**config.mk**
```make
export PLATFORM = sky130hd
export DESIGN_NAME = mc_control_unit_flat
export DESIGN_NICKNAME = d
export VERILOG_FILES = /design/src/rtl/mc_control_unit_pkg.sv /design/src/rtl/mc_control_unit_if.sv /design/src/rtl/mc_control_unit_alu_op_decoder.sv /design/src/rtl/mc_control_unit.sv /design/src/flat_wrapper.sv
export SDC_FILE = /design/constraint.sdc
export NUM_CORES = 1
export LEC_CHECK = 0
export CAP_MARGIN = 20
export CORE_MARGIN = 1.5
export CORE_UTILIZATION = 40
export CTS_CLUSTER_DIAMETER = 60
export DETAILED_ROUTE_END_ITERATION = 8
export GPL_ROUTABILITY_DRIVEN = 0
export HOLD_SLACK_MARGIN = 0.08
export PLACE_DENSITY = 0.83
export SLEW_MARGIN = 20
export SYNTH_ARGS = -nofsm -noshare
export SYNTH_HDL_FRONTEND = slang
export SYNTH_HIERARCHICAL = 1
export SYNTH_SLANG_ARGS = --single-unit
```
**constraint.sdc**
```tcl
create_clock -name clk -period 7 [get_ports clk]
set_clock_uncertainty 0.1 [all_clocks]
set_input_delay 1.4 -clock clk [delete_from_list [all_inputs] [get_ports clk]]
set_output_delay 1.4 -clock clk [all_outputs]
set_load 0.1 [all_outputs]
```
**src/rtl/mc_control_unit_pkg.sv**
```systemverilog
// Shared constants for the multi-cycle RV32I-subset control unit:
// ALU op encodings, opcodes, immediate selects and the controller state enum.
package riscv_ctrl_pkg;

    localparam logic [3:0] ALUOP_AND = 4'b0000;
    localparam logic [3:0] ALUOP_OR  = 4'b0001;
    localparam logic [3:0] ALUOP_ADD = 4'b0010;
    localparam logic [3:0] ALUOP_SUB = 4'b0110;
    localparam logic [3:0] ALUOP_SLT = 4'b0100;
    localparam logic [3:0] ALUOP_XOR = 4'b0101;
    localparam logic [3:0] ALUOP_LSR = 4'b1000;
    localparam logic [3:0] ALUOP_LSL = 4'b1001;
    localparam logic [3:0] ALUOP_ASR = 4'b1010;

    localparam logic [6:0] OPC_OP     = 7'b0110011;
    localparam logic [6:0] OPC_OP_IMM = 7'b0010011;
    localparam logic [6:0] OPC_LOAD   = 7'b0000011;
    localparam logic [6:0] OPC_STORE  = 7'b0100011;
    localparam logic [6:0] OPC_BRANCH = 7'b1100011;

    localparam logic [2:0] F3_WORD = 3'b010;
    localparam logic [2:0] F3_BEQ  = 3'b000;

    localparam logic [6:0] F7_BASE = 7'h00;
    localparam logic [6:0] F7_ALT  = 7'h20;

    localparam logic [1:0] IMM_I = 2'd0;
    localparam logic [1:0] IMM_S = 2'd1;
    localparam logic [1:0] IMM_B = 2'd2;

    typedef enum logic [3:0] {
        ST_FETCH    = 4'd0,
        ST_DECODE   = 4'd1,
        ST_EXEC_R   = 4'd2,
        ST_EXEC_I   = 4'd3,
        ST_WB_ALU   = 4'd4,
        ST_MEM_ADDR = 4'd5,
        ST_MEM_RD   = 4'd6,
        ST_WB_MEM   = 4'd7,
        ST_MEM_WR   = 4'd8,
        ST_BRANCH   = 4'd9,
        ST_TRAP     = 4'd10
    } ctrl_state_e;

    function automatic logic [6:0] opcode_of(input logic [31:0] word);
        return word[6:0];
    endfunction

endpackage

```
**src/rtl/mc_control_unit_if.sv**
```systemverilog
// Control-unit <-> datapath/memory bundle. master = control unit, slave = datapath side.
interface mc_control_unit_if;
    logic [31:0] instr;
    logic        zero;
    logic        imem_ready;
    logic        dmem_ready;
    logic        imem_req;
    logic        ir_write;
    logic        pc_write;
    logic        pc_src;
    logic [3:0]  alu_op;
    logic        alu_src_imm;
    logic [1:0]  imm_sel;
    logic        dmem_req;
    logic        dmem_we;
    logic        reg_write;
    logic        wb_sel;

    modport master (
        input  instr, zero, imem_ready, dmem_ready,
        output imem_req, ir_write, pc_write, pc_src, alu_op, alu_src_imm,
               imm_sel, dmem_req, dmem_we, reg_write, wb_sel
    );

    modport slave (
        output instr, zero, imem_ready, dmem_ready,
        input  imem_req, ir_write, pc_write, pc_src, alu_op, alu_src_imm,
               imm_sel, dmem_req, dmem_we, reg_write, wb_sel
    );
endinterface

```
**src/rtl/mc_control_unit_alu_op_decoder.sv**
```systemverilog
// Combinational {opcode, funct3, funct7} -> ALU op plus legality, shared by
// register-register and register-immediate arithmetic.
module alu_op_decoder
    import riscv_ctrl_pkg::*;
(
    input  logic [6:0] opcode_i,
    input  logic [2:0] funct3_i,
    input  logic [6:0] funct7_i,
    output logic [3:0] alu_op_o,
    output logic       legal_o
);
    logic is_r;
    logic is_i;
    logic f7_base;
    logic f7_alt;
    logic f7_ok;

    assign is_r    = (opcode_i == OPC_OP);
    assign is_i    = (opcode_i == OPC_OP_IMM);
    assign f7_base = (funct7_i == F7_BASE);
    assign f7_alt  = (funct7_i == F7_ALT);
    // Immediate forms carry imm bits in funct7, so only shifts constrain it there.
    assign f7_ok   = is_i || f7_base;

    always_comb begin
        alu_op_o = ALUOP_ADD;
        legal_o  = 1'b0;
        if (is_r || is_i) begin
            case (funct3_i)
                3'b000: begin
                    if (f7_ok) begin
                        alu_op_o = ALUOP_ADD;
                        legal_o  = 1'b1;
                    end else if (is_r && f7_alt) begin
                        alu_op_o = ALUOP_SUB;
                        legal_o  = 1'b1;
                    end
                end
                3'b111: begin
                    alu_op_o = ALUOP_AND;
                    legal_o  = f7_ok;
                end
                3'b110: begin
                    alu_op_o = ALUOP_OR;
                    legal_o  = f7_ok;
                end
                3'b100: begin
                    alu_op_o = ALUOP_XOR;
                    legal_o  = f7_ok;
                end
                3'b010: begin
                    alu_op_o = ALUOP_SLT;
                    legal_o  = f7_ok;
                end
                3'b001: begin
                    alu_op_o = ALUOP_LSL;
                    legal_o  = f7_base;
                end
                3'b101: begin
                    if (f7_base) begin
                        alu_op_o = ALUOP_LSR;
                        legal_o  = 1'b1;
                    end else if (f7_alt) begin
                        alu_op_o = ALUOP_ASR;
                        legal_o  = 1'b1;
                    end
                end
                default: begin
                    alu_op_o = ALUOP_ADD;
                    legal_o  = 1'b0;
                end
            endcase
        end
    end
endmodule

```
**src/rtl/mc_control_unit.sv**
```systemverilog
// Multi-cycle control FSM: fetch/decode/execute/memory/writeback sequencing.
// Define ILLEGAL_TRAP_EN to send illegal instructions to a sticky TRAP state (adds illegal_instr).
module mc_control_unit
    import riscv_ctrl_pkg::*;
#(
    parameter int INSTRET_W = 32
) (
    input  logic                 clk,
    input  logic                 rst,
    mc_control_unit_if.master    bus,
    output logic [INSTRET_W-1:0] instret,
`ifdef ILLEGAL_TRAP_EN
    output logic                 illegal_instr,
`endif
    output logic [3:0]           state_dbg
);
    ctrl_state_e          state_q, state_d;
    logic [INSTRET_W-1:0] instret_q, instret_d;

    logic [6:0] opcode;
    logic [2:0] funct3;
    logic [3:0] dec_alu_op;
    logic       dec_legal;
    logic       unused_instr_bits;

    logic       imem_req, ir_write, pc_write, pc_src;
    logic [3:0] alu_op;
    logic       alu_src_imm;
    logic [1:0] imm_sel;
    logic       dmem_req, dmem_we, reg_write, wb_sel;
    logic       retire;

    assign opcode            = opcode_of(bus.instr);
    assign funct3            = bus.instr[14:12];
    assign unused_instr_bits = ^{bus.instr[24:15], bus.instr[11:7]};

    alu_op_decoder u_alu_op_decoder (
        .opcode_i (opcode),
        .funct3_i (funct3),
        .funct7_i (bus.instr[31:25]),
        .alu_op_o (dec_alu_op),
        .legal_o  (dec_legal)
    );

    always_ff @(posedge clk) begin
        if (rst) begin
            state_q   <= ST_FETCH;
            instret_q <= '0;
        end else begin
            state_q   <= state_d;
            instret_q <= instret_d;
        end
    end

    always_comb begin
        state_d     = state_q;
        instret_d   = instret_q;
        imem_req    = 1'b0;
        ir_write    = 1'b0;
        pc_write    = 1'b0;
        pc_src      = 1'b0;
        alu_op      = ALUOP_AND;
        alu_src_imm = 1'b0;
        imm_sel     = IMM_I;
        dmem_req    = 1'b0;
        dmem_we     = 1'b0;
        reg_write   = 1'b0;
        wb_sel      = 1'b0;
        retire      = 1'b0;

        // Reset silences every strobe so a pending memory access is dropped at once.
        if (rst) begin
            state_d = ST_FETCH;
        end else begin
            case (state_q)
                ST_FETCH: begin
                    imem_req = 1'b1;
                    if (bus.imem_ready) begin
                        ir_write = 1'b1;
                        pc_write = 1'b1;
                        state_d  = ST_DECODE;
                    end
                end
                ST_DECODE: begin
                    if (opcode == OPC_OP && dec_legal) begin
                        state_d = ST_EXEC_R;
                    end else if (opcode == OPC_OP_IMM && dec_legal) begin
                        state_d = ST_EXEC_I;
                    end else if ((opcode == OPC_LOAD || opcode == OPC_STORE) && funct3 == F3_WORD) begin
                        state_d = ST_MEM_ADDR;
                    end else if (opcode == OPC_BRANCH && funct3 == F3_BEQ) begin
                        state_d = ST_BRANCH;
                    end else begin
`ifdef ILLEGAL_TRAP_EN
                        state_d = ST_TRAP;
`else
                        state_d = ST_FETCH;
                        retire  = 1'b1;
`endif
                    end
                end
                ST_EXEC_R: begin
                    alu_op  = dec_alu_op;
                    state_d = ST_WB_ALU;
                end
                ST_EXEC_I: begin
                    alu_op      = dec_alu_op;
                    alu_src_imm = 1'b1;
                    imm_sel     = IMM_I;
                    state_d     = ST_WB_ALU;
                end
                ST_WB_ALU: begin
                    reg_write = 1'b1;
                    retire    = 1'b1;
                    state_d   = ST_FETCH;
                end
                ST_MEM_ADDR: begin
                    alu_op      = ALUOP_ADD;
                    alu_src_imm = 1'b1;
                    imm_sel     = (opcode == OPC_STORE) ? IMM_S : IMM_I;
                    state_d     = (opcode == OPC_STORE) ? ST_MEM_WR : ST_MEM_RD;
                end
                ST_MEM_RD: begin
                    dmem_req = 1'b1;
                    if (bus.dmem_ready) begin
                        state_d = ST_WB_MEM;
                    end
                end
                ST_WB_MEM: begin
                    reg_write = 1'b1;
                    wb_sel    = 1'b1;
                    retire    = 1'b1;
                    state_d   = ST_FETCH;
                end
                ST_MEM_WR: begin
                    dmem_req = 1'b1;
                    dmem_we  = 1'b1;
                    if (bus.dmem_ready) begin
                        retire  = 1'b1;
                        state_d = ST_FETCH;
                    end
                end
                ST_BRANCH: begin
                    alu_op  = ALUOP_SUB;
                    imm_sel = IMM_B;
                    if (bus.zero) begin
                        pc_write = 1'b1;
                        pc_src   = 1'b1;
                    end
                    retire  = 1'b1;
                    state_d = ST_FETCH;
                end
`ifdef ILLEGAL_TRAP_EN
                ST_TRAP: begin
                    state_d = ST_TRAP;
                end
`endif
                default: begin
                    state_d = ST_FETCH;
                end
            endcase
        end

        if (retire) begin
            instret_d = instret_q + INSTRET_W'(1);
        end
    end

    assign bus.imem_req    = imem_req;
    assign bus.ir_write    = ir_write;
    assign bus.pc_write    = pc_write;
    assign bus.pc_src      = pc_src;
    assign bus.alu_op      = alu_op;
    assign bus.alu_src_imm = alu_src_imm;
    assign bus.imm_sel     = imm_sel;
    assign bus.dmem_req    = dmem_req;
    assign bus.dmem_we     = dmem_we;
    assign bus.reg_write   = reg_write;
    assign bus.wb_sel      = wb_sel;

    assign instret   = rst ? '0 : instret_q;
    assign state_dbg = state_q;
`ifdef ILLEGAL_TRAP_EN
    assign illegal_instr = (state_q == ST_TRAP) && !rst;
`endif
endmodule

```
**src/flat_wrapper.sv**
```systemverilog
// flat-port wrapper written by rule: the top's interface ports become plain ports
module mc_control_unit_flat import riscv_ctrl_pkg::*;
#(
    parameter int INSTRET_W = 32
)
  (clk, rst, instret, state_dbg, bus_instr, bus_zero, bus_imem_ready, bus_dmem_ready, bus_imem_req, bus_ir_write, bus_pc_write, bus_pc_src, bus_alu_op, bus_alu_src_imm, bus_imm_sel, bus_dmem_req, bus_dmem_we, bus_reg_write, bus_wb_sel);
  mc_control_unit_if bus_i ();
  input  logic clk;
  input  logic rst;
  output logic [INSTRET_W-1:0] instret;
  output logic [3:0] state_dbg;
  input wire logic [$bits(bus_i.instr)-1:0] bus_instr;
  input wire logic [$bits(bus_i.zero)-1:0] bus_zero;
  input wire logic [$bits(bus_i.imem_ready)-1:0] bus_imem_ready;
  input wire logic [$bits(bus_i.dmem_ready)-1:0] bus_dmem_ready;
  output wire logic [$bits(bus_i.imem_req)-1:0] bus_imem_req;
  output wire logic [$bits(bus_i.ir_write)-1:0] bus_ir_write;
  output wire logic [$bits(bus_i.pc_write)-1:0] bus_pc_write;
  output wire logic [$bits(bus_i.pc_src)-1:0] bus_pc_src;
  output wire logic [$bits(bus_i.alu_op)-1:0] bus_alu_op;
  output wire logic [$bits(bus_i.alu_src_imm)-1:0] bus_alu_src_imm;
  output wire logic [$bits(bus_i.imm_sel)-1:0] bus_imm_sel;
  output wire logic [$bits(bus_i.dmem_req)-1:0] bus_dmem_req;
  output wire logic [$bits(bus_i.dmem_we)-1:0] bus_dmem_we;
  output wire logic [$bits(bus_i.reg_write)-1:0] bus_reg_write;
  output wire logic [$bits(bus_i.wb_sel)-1:0] bus_wb_sel;
  assign bus_i.instr = bus_instr;
  assign bus_i.zero = bus_zero;
  assign bus_i.imem_ready = bus_imem_ready;
  assign bus_i.dmem_ready = bus_dmem_ready;
  assign bus_imem_req = bus_i.imem_req;
  assign bus_ir_write = bus_i.ir_write;
  assign bus_pc_write = bus_i.pc_write;
  assign bus_pc_src = bus_i.pc_src;
  assign bus_alu_op = bus_i.alu_op;
  assign bus_alu_src_imm = bus_i.alu_src_imm;
  assign bus_imm_sel = bus_i.imm_sel;
  assign bus_dmem_req = bus_i.dmem_req;
  assign bus_dmem_we = bus_i.dmem_we;
  assign bus_reg_write = bus_i.reg_write;
  assign bus_wb_sel = bus_i.wb_sel;
  mc_control_unit #(.INSTRET_W(INSTRET_W)) u_core (.clk(clk), .rst(rst), .bus(bus_i), .instret(instret), .state_dbg(state_dbg));
endmodule
```
==> flow_summary.ini <==
[grt]
grt_pass1_vias = 2463
antenna_found_initial = 0
grt-ovfl-total = 0
grt_pass1_wl_um = 11300
grt_start_max_net_pins = 43
grt_util_all_layers = 0.190

[worst_setup_path]
cpPeakStageDelay_ns = 1.15
arrival_ns = 4.13
worst_setup_path_end_kind = primary output
critPathTopFamily = buffers and inverters
worst_path_max_delay_cell = clkdlybuf4s50_1
worstSetupStartpointType = input port
crit_path_cell_trace = clkdlybuf4s50_1, nor2b_1, a21oi_1, o211ai_1, a22oi_1, o22a_1, nor2_1, clkdlybuf4s50_1
cp_common_cell = clkdlybuf4s50_1
worst-path-max-fanout = 11
required_ns = 5.50
cp_num_buf_inv = 2
criticalPathCategory = in2out

[synthesis]
synth_edf_count = 0
ys.flop_type = dfxtp_1
syn-instance-count = 338
synthTopCellsByCount = nor2_1, dfxtp_1, nor2b_1
synth_mux_area_frac = 0.121
synth.most_common_cell = nor2_1
synth_top_family_by_area = simple AND/OR/NAND/NOR gates
avgSynthCellArea_um2 = 8.00
ys_ff_latch = 36
synth_compound_area_frac = 0.170
synth_top_area_frac = 0.267
async_reset_ff_frac = 0
syn_nets = 376
syn_area_mm2 = 0.00270
synthAdderAreaFrac = 0.00463
yosysSeqAreaShare = 0.267
synthSimpleGateAreaFrac = 0.380
synth_top_area_cell = dfxtp_1
synthTopCellsByArea = dfxtp_1, mux2_2, nor2b_1
ys.warnings.count = 6
synth-xor-area-share = 0.00324
yosysUniqueCellTypes = 55

[die]
die_h_um = 85.2
die-area_mm2 = 0.00726
dieWidth_um = 85.2
io_pins = 88
initial_core_util = 0.421
coreArea_mm2 = 0.00642
row_count = 29

[drt]
detail-route-antenna-nets = 0
firstDrtPassIters = 7
wl_per_cell_um = 14.7
drt-total-wl_um = 6920
drt_iter0_drc = 242
vias_per_cell = 5.88
vias = 2762
drcViolationCount = 4

[timing]
period_minus_slack_ns = 5.63
fmax_ghz = 0.178
relSlewSlack = 0.294
period_share = 0.805
finalHoldViolations = 0
finalSetupTns_ns = 0
tightest_slew_ns = 1.06
finalSetupViolations = 0
slew_violations = 0
rsz0062_at_grt = false

[final_layout]
n_antenna_cell = 0
nets = 430
synthToLayoutAreaGrowth_pct = 30.1
n_fill_cell = 575
design_area_mm2 = 0.00352
stdcell_count = 470
drive_gt1_frac = 0.117

[power]
combPwrFrac = 0.137
ir_drop_mv = 0.112
p_int_uw = 355
powerDensity_mw_per_mm2 = 136
finalPower_uw = 477
pwr-share-clk = 0.425
power_switching_uw = 122
switching_share = 0.256
power.leakage_nw = 1.22
p_seq_frac = 0.438

[placed_design]
dpl_cell_area_mm2 = 0.00339
placed_cells = 462
dp_hpwl_um = 4870
portBuffers = 72

[clock_tree]
clk_pin_slew_ns = 0.07
insertion_delay_ns = 0.30
cts_inserted_buffers = 5
post_cts_resized = 0
postCtsSetupRepairBufs = 0
clockBufferDepth = 2
cts_tree = yes
cts.sinks = 36
htree_levels = 2
cts_hold_buf = 0
cts_root_buf = clkbuf_8

[run]
maxCapViolations = 0

[run_status]
violations = DRC
status = finished, violations left

[worst_hold_path]
min-delay-path-class = reg2reg
power groups by stage:
stage               sequential, mW  combinational, mW  clock [mW]
floorplan                    0.216             0.0415           0
global placement             0.214             0.0635           0
detailed placement           0.214             0.0650           0
CTS                          0.209             0.0651       0.207
global route                 0.210             0.0700       0.217
finish                       0.209             0.0654       0.202
routing by layer:
metal / GRT usage / vias up / routed length, um
li1: - / 1358 / -
met1: 0.235 / 1312 / 3070
met2: 0.325 / 86 / 3420
met3: 0.0457 / 6 / 379
met4: 0.0611 / 0 / 57
met5: 0 / - / 0
kinds of logic (layout without fill, tap and decap cells):
kind of cell | Yosys count | count (layout)
adders and majority gates | 1 | 1
and+or+nand+nor | 177 | 177
DFF | 36 | 36
xor gates and xnor gates | 1 | 1
AOI/OAI and AO/OA | 65 | 65
buffers and inverters | 29 | 84
muxes | 29 | 29
stage by stage:
| stage | setup WS, ns | hold WS, ns | util |
|---|---|---|---|
| global placement | 1.42 | 0.387 | 0.528 |
| floorplan | 0.269 | 0.377 | - |
| finish | 1.37 | 0.426 | 0.548 |
| global route | 1.25 | 0.457 | 0.548 |
| CTS | 1.40 | 0.428 | 0.548 |
| detailed placement | 1.41 | 0.416 | 0.528 |
final timing paths:
check,start,cells past startpoint,slack (ns),endpoint
hold reg to reg,u_core/instret_q[1]$_SDFFE_PP0P_,2,0.43,u_core/instret_q[1]$_SDFFE_PP0P_
hold / removal,u_core/instret_q[1]$_SDFFE_PP0P_,2,0.43,u_core/instret_q[1]$_SDFFE_PP0P_
setup reg to reg,u_core/state_dbg[0]$_SDFFE_PP0P_,4,3.82,u_core/instret_q[27]$_SDFFE_PP0P_
setup / recovery,bus_instr[12],8,1.37,bus_alu_op[1]
placed cells by master, fill, tap and decap left out, types with 2 or more instances in the layout:
master / synthesis / layout
nor2_1: 44 / 44
o21ai_0: 8 / 8
and2_1: 7 / 7
nand2b_1: 4 / 4
nor3_1: 10 / 10
nor4b_1: 6 / 5
nor4_1: 4 / 4
mux2_1: 5 / 5
dfxtp_1: 36 / 36
nor2b_1: 36 / 36
and3b_1: 2 / 2
nand4_2: 2 / 2
a211o_1: 2 / 2
inv_1: 3 / 3
mux2_2: 24 / 24
nand2_1: 17 / 17
clkdlybuf4s50_1: 0 / 70
a2111oi_0: 5 / 5
nor4b_2: 1 / 2
buf_4: 2 / 2
a211oi_1: 9 / 9
o22a_1: 3 / 3
a21oi_1: 20 / 20
nand2b_4: 2 / 2
clkbuf_8: 0 / 7
nand3_1: 13 / 13
a21boi_0: 2 / 2
a31oi_1: 2 / 2
nand4bb_1: 2 / 2
nand4_1: 10 / 10
a2111oi_1: 4 / 4
and3_1: 7 / 7
and4_1: 2 / 2
layout make-up:
cell class	instances	area, um2	area share
timing repair buffer	73	721	0.205
clock buffer	7	96.3	0.0274
inverter	3	11.3	0.00320
multi-input combinational	273	1840	0.524
sequential	36	721	0.205
tap	77	96.3	0.0274
clock inverter	1	30.0	0.00854
flip-flops by register name, summed over array words and instances, names as in the netlist:
signal            count
u_core/instret_q     32
u_core/state_dbg      4
worst register-to-register path, stage by stage (launching register included):
cell and delay, ns:
dfxtp_1 0.64, nor2b_1 0.47, nand4_2 0.71, a2111oi_0 0.77, mux2_2 0.39
No activity file was read; power rests on OpenSTA's default activity.
